<file path="config.mk">
export PLATFORM = sky130hd
export DESIGN_NAME = rx_packet_framer
export DESIGN_NICKNAME = d
export VERILOG_FILES = /design/src/rtl/usb_rx_pkg.sv /design/src/rtl/usb_crc16_byte.sv /design/src/rtl/rx_packet_framer.sv
export SDC_FILE = /design/constraint.sdc
export NUM_CORES = 1
export LEC_CHECK = 0
export CORE_ASPECT_RATIO = 1.2
export CORE_MARGIN = 2
export CORE_UTILIZATION = 45
export CTS_CLUSTER_SIZE = 40
export DETAILED_ROUTE_END_ITERATION = 10
export PLACE_DENSITY_LB_ADDON = 0.15
export SKIP_CTS_REPAIR_TIMING = 1
export SLEW_MARGIN = 20
export SYNTH_ARGS = -nofsm -noshare
export SYNTH_HDL_FRONTEND = slang
export SYNTH_HIERARCHICAL = 1
export SYNTH_SLANG_ARGS = --single-unit
</file>
<file path="constraint.sdc">
create_clock -name clk -period 2.3 [get_ports clk]
set_input_delay 0.46 -clock clk [delete_from_list [all_inputs] [get_ports clk]]
set_output_delay 0.46 -clock clk [all_outputs]
set_load 0.005 [all_outputs]
</file>
<file path="src/rtl/usb_rx_pkg.sv">
// Shared constants for the USB receive path: stream tags, PIDs, CRC16 parameters,
// status-byte bit positions and the framer state encoding.
package usb_rx_pkg;

    localparam int unsigned MAX_PKT_BYTES = 1026;
    localparam int unsigned COUNT_W       = $clog2(MAX_PKT_BYTES + 2);

    localparam logic [7:0] RX_STAT_PID     = 8'd0;
    localparam logic [7:0] RX_STAT_DATA    = 8'd1;
    localparam logic [7:0] RX_STAT_END     = 8'd2;
    localparam logic [7:0] RX_STAT_PID_ERR = 8'd3;

    localparam logic [3:0] PID_ACK   = 4'b0010;
    localparam logic [3:0] PID_NAK   = 4'b1010;
    localparam logic [3:0] PID_STALL = 4'b1110;
    localparam logic [3:0] PID_DATA0 = 4'b0011;
    localparam logic [3:0] PID_DATA1 = 4'b1011;

    // Wire-order (non-reflected) values; the hardware keeps the register bit-reversed.
    localparam logic [15:0] CRC16_POLY     = 16'h8005;
    localparam logic [15:0] CRC16_RESIDUAL = 16'h800D;
    localparam logic [15:0] CRC16_INIT     = 16'hFFFF;

    function automatic logic [15:0] bitRev16(input logic [15:0] v);
        logic [15:0] r;
        for (int i = 0; i < 16; i++) begin
            r[i] = v[15 - i];
        end
        return r;
    endfunction

    localparam logic [15:0] CRC16_POLY_REFL     = bitRev16(CRC16_POLY);
    localparam logic [15:0] CRC16_RESIDUAL_REFL = bitRev16(CRC16_RESIDUAL);

    localparam int unsigned ST_CRC_ERR   = 0;
    localparam int unsigned ST_STUFF_ERR = 1;
    localparam int unsigned ST_NAK       = 3;
    localparam int unsigned ST_STALL     = 4;
    localparam int unsigned ST_ACK       = 5;
    localparam int unsigned ST_DATA1     = 6;

    typedef enum logic [2:0] {
        IDLE,
        WAIT_PID,
        DATA,
        HSHK,
        END_EMIT,
        DISCARD
    } rxState_t;

    function automatic logic pidValid(input logic [7:0] b);
        return b[7:4] == ~b[3:0];
    endfunction

endpackage

</file>
<file path="src/rtl/usb_crc16_byte.sv">
// One byte of USB CRC16 in reflected form (bits consumed LSB first); purely combinational.
module usb_crc16_byte
    import usb_rx_pkg::*;
(
    input  logic [15:0] crc_in,
    input  logic [7:0]  data_in,
    output logic [15:0] crc_out
);

    logic [15:0] crcWork;

    always_comb begin
        crcWork = crc_in;
        for (int i = 0; i < 8; i++) begin
            if (crcWork[0] ^ data_in[i]) begin
                crcWork = (crcWork >> 1) ^ CRC16_POLY_REFL;
            end else begin
                crcWork = crcWork >> 1;
            end
        end
        crc_out = crcWork;
    end

endmodule

</file>
<file path="src/rtl/rx_packet_framer.sv">
// Receive packet framer: checks PID and data CRC16, re-emits the packet as a
// tagged byte stream terminated by a status byte.
module rx_packet_framer
    import usb_rx_pkg::*;
(
    input  logic       clk,
    input  logic       rst,
    input  logic       RxPktStart,
    input  logic [7:0] RxByteIn,
    input  logic       RxByteValid,
    input  logic       RxPktEnd,
    input  logic       RxBitStuffErr,
    output logic [7:0] RXDataOut,
    output logic       RXDataValid,
    output logic [7:0] RXStreamStatusOut,
    output logic       FramerBusy
);

    rxState_t           state;
    logic [15:0]        crcReg;
    logic [15:0]        crcNext;
    logic [COUNT_W-1:0] byteCount;
    logic [3:0]         pidReg;
    logic               stuffErr;
    logic               extraByte;
    logic               crcErr;
    logic               handshakeOk;
    logic [7:0]         statusByte;

    usb_crc16_byte uCrc (
        .crc_in  (crcReg),
        .data_in (RxByteIn),
        .crc_out (crcNext)
    );

    // Status byte from the flags as they stand once the packet has ended.
    always_comb begin
        statusByte  = '0;
        crcErr      = (crcReg != CRC16_RESIDUAL_REFL)
                   || (byteCount < COUNT_W'(2))
                   || (byteCount > COUNT_W'(MAX_PKT_BYTES));
        handshakeOk = !extraByte && !stuffErr;
        statusByte[ST_STUFF_ERR] = stuffErr;
        if (pidReg[1:0] == 2'b11) begin
            statusByte[ST_CRC_ERR] = crcErr;
            statusByte[ST_DATA1]   = (pidReg == PID_DATA1);
        end else begin
            statusByte[ST_NAK]   = handshakeOk && (pidReg == PID_NAK);
            statusByte[ST_STALL] = handshakeOk && (pidReg == PID_STALL);
            statusByte[ST_ACK]   = handshakeOk && (pidReg == PID_ACK);
        end
    end

    always_ff @(posedge clk or posedge rst) begin
        if (rst) begin
            state             <= IDLE;
            crcReg            <= CRC16_INIT;
            byteCount         <= '0;
            pidReg            <= '0;
            stuffErr          <= 1'b0;
            extraByte         <= 1'b0;
            RXDataOut         <= '0;
            RXDataValid       <= 1'b0;
            RXStreamStatusOut <= '0;
            FramerBusy        <= 1'b0;
        end else begin
            RXDataValid <= 1'b0;
            if (RxPktStart) begin
                // A new SYNC always wins, abandoning any packet in flight.
                state      <= WAIT_PID;
                crcReg     <= CRC16_INIT;
                byteCount  <= '0;
                stuffErr   <= 1'b0;
                extraByte  <= 1'b0;
                FramerBusy <= 1'b1;
            end else begin
                if (state != IDLE && RxBitStuffErr) begin
                    stuffErr <= 1'b1;
                end
                case (state)
                    IDLE: begin
                        FramerBusy <= 1'b0;
                    end
                    WAIT_PID: begin
                        if (RxByteValid) begin
                            RXDataOut   <= RxByteIn;
                            RXDataValid <= 1'b1;
                            if (!pidValid(RxByteIn)) begin
                                RXStreamStatusOut <= RX_STAT_PID_ERR;
                                if (RxPktEnd) begin
                                    state      <= IDLE;
                                    FramerBusy <= 1'b0;
                                end else begin
                                    state <= DISCARD;
                                end
                            end else begin
                                RXStreamStatusOut <= RX_STAT_PID;
                                pidReg            <= RxByteIn[3:0];
                                if (RxPktEnd) begin
                                    state <= END_EMIT;
                                end else if (RxByteIn[1:0] == 2'b11) begin
                                    state <= DATA;
                                end else begin
                                    state <= HSHK;
                                end
                            end
                        end else if (RxPktEnd) begin
                            state      <= IDLE;
                            FramerBusy <= 1'b0;
                        end
                    end
                    DATA: begin
                        if (RxByteValid) begin
                            RXDataOut         <= RxByteIn;
                            RXDataValid       <= 1'b1;
                            RXStreamStatusOut <= RX_STAT_DATA;
                            crcReg            <= crcNext;
                            if (byteCount != COUNT_W'(MAX_PKT_BYTES + 1)) begin
                                byteCount <= byteCount + COUNT_W'(1);
                            end
                        end
                        if (RxPktEnd) begin
                            state <= END_EMIT;
                        end
                    end
                    HSHK: begin
                        if (RxByteValid) begin
                            extraByte <= 1'b1;
                        end
                        if (RxPktEnd) begin
                            state <= END_EMIT;
                        end
                    end
                    END_EMIT: begin
                        // Busy stays up through the status cycle and drops in IDLE.
                        RXDataOut         <= statusByte;
                        RXDataValid       <= 1'b1;
                        RXStreamStatusOut <= RX_STAT_END;
                        state             <= IDLE;
                    end
                    DISCARD: begin
                        if (RxPktEnd) begin
                            state      <= IDLE;
                            FramerBusy <= 1'b0;
                        end
                    end
                    default: begin
                        state <= IDLE;
                    end
                endcase
            end
        end
    end

endmodule

</file>
Yosys cells after proc, flatten, opt, wreduce, memory -nomap -nowiden

Index checks and enable logic that the tools add are counted.

Order comparisons: 2
Reductions and logical operators: 29
Multiplexer cells: 46
Equal/unequal tests: 20
Bitwise operators: 18
Add/subtract/negate cells: 1

Operator list:

| cell                  | count |
|---|---|
| $mux 16               | 11 |
| $mux 11               | 4 |
| $mux 3                | 8 |
| $mux 8                | 3 |
| $not 2->3             | 8 |
| $pmux 8 s3            | 1 |
| $ne 16x16->1 const B  | 1 |
| $pmux 8 s2            | 1 |
| $mux 1                | 14 |
| $eq 4x4->1 const B    | 3 |
| $pmux 3 s4            | 1 |
| $reduce_bool 2->1     | 6 |
| $add 11x1->11 const B | 1 |
| $gt 11x11->1 const B  | 1 |
| $lt 11x2->1 const B   | 1 |
| $ne 11x11->1 const B  | 1 |
| $reduce_and 2->1      | 4 |
| $reduce_and 4->1      | 2 |
| $xor 1x1->1           | 8 |
| $eq 3x2->1 const B    | 2 |
| $eq 3x3->1 const B    | 2 |
| $ne 2x2->1 const B    | 3 |
| $reduce_and 3->1      | 2 |
| $reduce_bool 3->1     | 2 |
| 18 further kinds      | 26 |

Word-level logic and storage cells: 126
Output and inout bits: 18
Flip-flop bits (word level): 54
Input bits: 14

Logic depth before layout (Yosys ltp)

Depth after elaboration: 19
Gate-level depth with buffers: 7
Gate-level depth less buffers: 7

Modules after synthesis

The synthesis kept the hierarchy.

By module, submodules not included:

| module           | instances | cells each | sequential area each (um^2) | area an instance (um^2) |
|---|---|---|---|---|
| rx_packet_framer | 1         | 255        | 1221.2                      | 2479.9 |
| usb_crc16_byte   | 1         | 26         | 0.0                         | 251.5 |

Least setup slack after synthesis

OpenSTA, ideal clock, no wires.

Path type: register to register
Start: register crcReg[3]
End: register crcReg[0]
Stages on the path, launching flop included: 7
Slack: 330 ps
Data arrival time: 1873 ps
Required time: 2203 ps
Path buffers: 0
Period minus slack after synthesis: 1970 ps
Path through: dfstp_2 > xor2_1 > xnor2_1 > xor3_2 > xnor3_1 > nand2_1 > nand3_1

Cells in the longest elaborated chain, start to end: 17

Ends and longest elaborated chain:

| element                  | RTL line                | source |
|---|---|---|
| start: declaration       | rx_packet_framer.sv:20  | `logic [15:0] crcReg;` |
| start signal: assignment | rx_packet_framer.sv:117 | `crcReg <= crcNext;` |
| $mux 16 * (2 in a row)   | usb_crc16_byte.sv:15    | `if (crcWork[0] ^ data_in[i]) begin` |
| $not 2->3 (no line)      | n/a                     |  |
| $mux 16 *                | usb_crc16_byte.sv:15    |  |
| $xor 1x1->1 *            | usb_crc16_byte.sv:15    |  |
| $mux 16 *                | usb_crc16_byte.sv:15    |  |
| $xor 1x1->1 *            | usb_crc16_byte.sv:15    |  |
| $mux 16 *                | usb_crc16_byte.sv:15    |  |
| $xor 1x1->1 *            | usb_crc16_byte.sv:15    |  |
| $mux 16 *                | usb_crc16_byte.sv:15    |  |
| $xor 1x1->1 *            | usb_crc16_byte.sv:15    |  |
| $mux 16 *                | usb_crc16_byte.sv:15    |  |
| $xor 1x1->1 *            | usb_crc16_byte.sv:15    |  |
| $mux 16 *                | usb_crc16_byte.sv:15    |  |
| via crcNext[0]           | rx_packet_framer.sv:21  | `logic [15:0] crcNext;` |
| $mux 16 *                | rx_packet_framer.sv:113 | `if (RxByteValid) begin` |
| $mux 16 *                | rx_packet_framer.sv:80  | `case (state)` |
| $mux 16 *                | rx_packet_framer.sv:68  | `if (RxPktStart) begin` |

Mark *: on every way through the listed nets, which the timed path passes. The rest lies on a longest branch. The select of a mux whose other input is x is not followed.
A chain may end at the register's enable or synchronous reset.

Worst setup path in the final report

Start: input port RxByteIn[3]
End: register crcReg[0]

Cells in the longest elaborated chain, start to end: 13

Ends and longest elaborated chain:

| element            | RTL line                | source |
|---|---|---|
| start: declaration | rx_packet_framer.sv:9   | `input logic [7:0] RxByteIn,` |
| $xor 1x1->1        | usb_crc16_byte.sv:15    |  |
| $mux 16            | usb_crc16_byte.sv:15    |  |
| $xor 1x1->1        | usb_crc16_byte.sv:15    |  |
| $mux 16            | usb_crc16_byte.sv:15    |  |
| $xor 1x1->1        | usb_crc16_byte.sv:15    |  |
| $mux 16            | usb_crc16_byte.sv:15    |  |
| $xor 1x1->1        | usb_crc16_byte.sv:15    |  |
| $mux 16            | usb_crc16_byte.sv:15    |  |
| $xor 1x1->1        | usb_crc16_byte.sv:15    |  |
| $mux 16            | usb_crc16_byte.sv:15    |  |
| via crcNext[0]     | rx_packet_framer.sv:21  |  |
| $mux 16            | rx_packet_framer.sv:113 |  |
| $mux 16            | rx_packet_framer.sv:80  |  |
| $mux 16            | rx_packet_framer.sv:68  |  |

The timed path passes the listed nets, and every way through them passes these cells. The select of a mux whose other input is x is not followed.

==> impl_results.md <==
- Dpl ws: -152 ps
- Clock buffer count from CTS: 5
- Worst Tran Pin Value: between 500 and 600 ps
- Die Wd: 75.1 microns
- Comb pwr share: 0.217
- Max Fanout on Critical Path: 3
- Total Wirelength: 5.98 mm
- Vias per inst: around 5
- Slowest stage cell on the critical path: clkdlybuf4s50_1
- Internal power: between 1 and 1.5 mW
- Nets: about 340
- Yosys reg bits: 48
- WL/cell: around 15 microns
- 1st-iter DRT viols: 82
- Critical Path AT: about 2400 ps
- Post-DP HPWL: roughly 4.5 mm
- CTS Buffer Depth: 2
- Endpoints failing setup: 0
- Path depth of the worst reg2reg path: 6
- Antenna violations before repair: 0
- Async SR Flop Fraction: 1.00
- Routed Antenna Nets: 0
- Input/output buffers: 25
- CP Buf/Inv Count: 1
- CP Depth: 7
- Synth cell types: between 50 and 60
- Synth Flop Type: dfrtp_1
- DRC: 0
- Placed inst area: approximately 3200 sq um
- Gr usage total: 0.202
- Post-Synthesis Cells: around 280
- Reg clk slew, reported paths: around 100 ps
- I/O pin total: 32
- Flop pwr share: 0.485
- TNS Setup: 0 ps
- Max Cap Viol: 0
- Worst Setup End Kind: flop
- Clock Tree Root: clkbuf_8
- Area growth, synth to finish: 22.9%
- CP Class: in2reg
- Design area: 3360 sq um
- Slew Viols, Final: 0
- Core Box Area: about 6000 sq um
- Die footprint: roughly 6700 sq um
- CTS sink count: 48
- Total gr overflow: 0
- Worst skew pair latency: 310 ps
- Crit-path cells: clkdlybuf4s50_1 -> xor2_1 -> xnor2_1 -> xor3_2 -> xnor3_1 -> nand2_1 -> nand3_1
- Vias in the first global route: 2132
- Switching share of power: 0.261
- Leak: around 1.5 nW
- Final period utilization: 0.924
- Minimum clock period: between 2000 and 2500 ps
- Share of layout cells above drive strength 1: 0.225
- Largest net degree at the start of global routing: 30
- First-pass GRT wire length: between 10 and 15 mm
- Peak VDD IR: between 0.4 and 0.5 mV
- Slew HR: 0.612
- CTS tree: done
- Final GP Congestion: around 0.8
- Outcome: finished, final reports clean
- Via count: ~2100
- Pre-antenna DRT Iters: 4
- Crit path required time: between 2000 and 3000 ps
- Htree depth: 2
- Max Fclk: about 0.47 GHz
- Mean Syn Cell Area: ~9.7 sq um
- Final Hold Fails: 0
- Pwr/cell area: approximately 600 nW/um^2
- P_sw: between 0.5 and 0.6 mW
- RSZ-0062 raised after global routing: false
- Die H: 89.3 microns
- Slowest stage delay, CP: about 540 ps
- Hold Path Depth: 1
- Synth warn: 6
- Final worst setup slack: 174 ps
- Power share of the clock group: 0.299
- FP Rows: 31
- Skew final: roughly 10 ps
- Synthesized area: 2730 sq um
- Post-synth EDFFs: 0
- Antenna fix cells: 0
- Critical path's top delay family: XOR/XNOR gates
- Register-to-register setup slack: around 300 ps
- Critical Path Source Type: input pin
- Starting density of the core: 0.460
- Class of the worst hold path: reg2reg
- Sequential fraction of the synthesis area: 0.447
- Number of fill cells in the layout: between 500 and 600
## final cells by class
type                    count  area [sq um]  area share
inverters                   6          22.5     0.00671
well taps                  82           103      0.0306
clock buffers               6          93.8      0.0280
multi-input cells         206          1360       0.404
repair buffers             61           546       0.163
clock inverters             2          15.0     0.00447
flip-flops and latches     48          1220       0.364
## cells in the final DEF, fill, tap and decap left out, drive strengths merged, types with 4 or more instances in the layout
cell / n
nand2: 46
buf: 36
dfrtp: 32
clkdlybuf4s50: 25
nand3: 22
xnor2: 22
nor2: 20
dfstp: 16
xor2: 10
mux2: 10
o21ai: 8
inv: 8
conb: 6
o31ai: 6
clkbuf: 6
nor4: 5
a21oi: 4
nand4: 4
## path summary, 6_finish.rpt
kind	start	end
max reg2reg	crcReg[3]	crcReg[0]
max in group asynchronous	rst	crcReg[6]
min in group asynchronous	rst	crcReg[12]
min	RXDataOut[3]	RXDataOut[3]
max	RxByteIn[3]	crcReg[0]
min reg2reg	RXDataOut[3]	RXDataOut[3]
## flip-flops by register name, summed over array words and instances (netlist names)
register / count
crcReg: 16
byteCount: 11
pidReg: 4
state: 3
RXStreamStatusOut: 2
FramerBusy: 1
RXDataValid: 1
stuffErr: 1
extraByte: 1
RXDataOut: 8
## synth_stat cells, drive strengths merged, types with 2 or more instances
cell / n / area (sq um)
nor3: 3 / 15.0
ha: 2 / 25.0
buf: 16 / 113
xnor2: 22 / 193
nor2: 20 / 82.6
a21oi: 4 / 20.0
o211ai: 3 / 22.5
inv: 6 / 22.5
or4: 3 / 26.3
a31oi: 3 / 18.8
o31ai: 6 / 50.1
a211oi: 2 / 15.0
nand2: 46 / 173
and3: 3 / 18.8
dfstp: 16 / 420
clkbuf: 10 / 37.5
nand4: 4 / 25.0
nor4: 5 / 37.5
xor2: 10 / 87.6
nand3: 22 / 110
nand2b: 3 / 18.8
mux2: 10 / 128
dfrtp: 32 / 801
o21ai: 8 / 40.0
nor4b: 2 / 17.5
## worst reg2reg max path, cell delays in order (launching register included)
cell     delay [ps]
dfstp_2         580
xor2_1          210
xnor2_1         170
xor3_2          490
xnor3_1         340
nand2_1          60
nand3_1          70
## layer usage
layer  up-vias  share of wire  routed length [microns]  track usage
met5         -              0                        0            0
met4         0          0.020                      121       0.0633
met3         9          0.030                      177       0.0361
met2        38           0.49                     2930        0.340
met1      1014           0.46                     2750        0.262
li1       1045              -                        -            -
## cells by family (layout without fill, tap and decap cells)
| family | count (synthesis) | count (layout) | synth area share |
|---|---|---|---|
| compound gates | 32 | 32 | 0.0811 |
| xor+xnor | 34 | 34 | 0.120 |
| fa+ha+maj | 2 | 2 | 0.00916 |
| buf+inv | 32 | 75 | 0.0632 |
| flops | 48 | 48 | 0.447 |
| mux | 11 | 11 | 0.0504 |
| other cells | 1 | 6 | 0.00137 |
| simple gates | 121 | 121 | 0.228 |
## stage by stage
| stage | util | hold slack [ps] | cells | power (mW) |
|---|---|---|---|---|
| 2_1_floorplan | - | 468 | 286 | 1.19 |
| 3_3_place_gp | 0.547 | 468 | 403 | 1.39 |
| 3_5_place_dp | 0.547 | 479 | 403 | 1.39 |
| 4_1_cts | 0.566 | 496 | 411 | 1.99 |
| 5_1_grt | 0.566 | 522 | 411 | 2.08 |
| 6_report | 0.566 | 489 | 411 | 1.97 |
## power by group through the flow
| stage | clock, mW | sequential, mW | combinational (mW) |
|---|---|---|---|
| 4_1_cts | 0.610 | 0.953 | 0.430 |
| 3_5_place_dp | 0 | 0.967 | 0.427 |
| 6_report | 0.588 | 0.953 | 0.426 |
| 5_1_grt | 0.652 | 0.960 | 0.468 |
| 2_1_floorplan | 0 | 0.963 | 0.222 |
| 3_3_place_gp | 0 | 0.966 | 0.423 |
No activity file was read; power rests on OpenSTA's default activity.
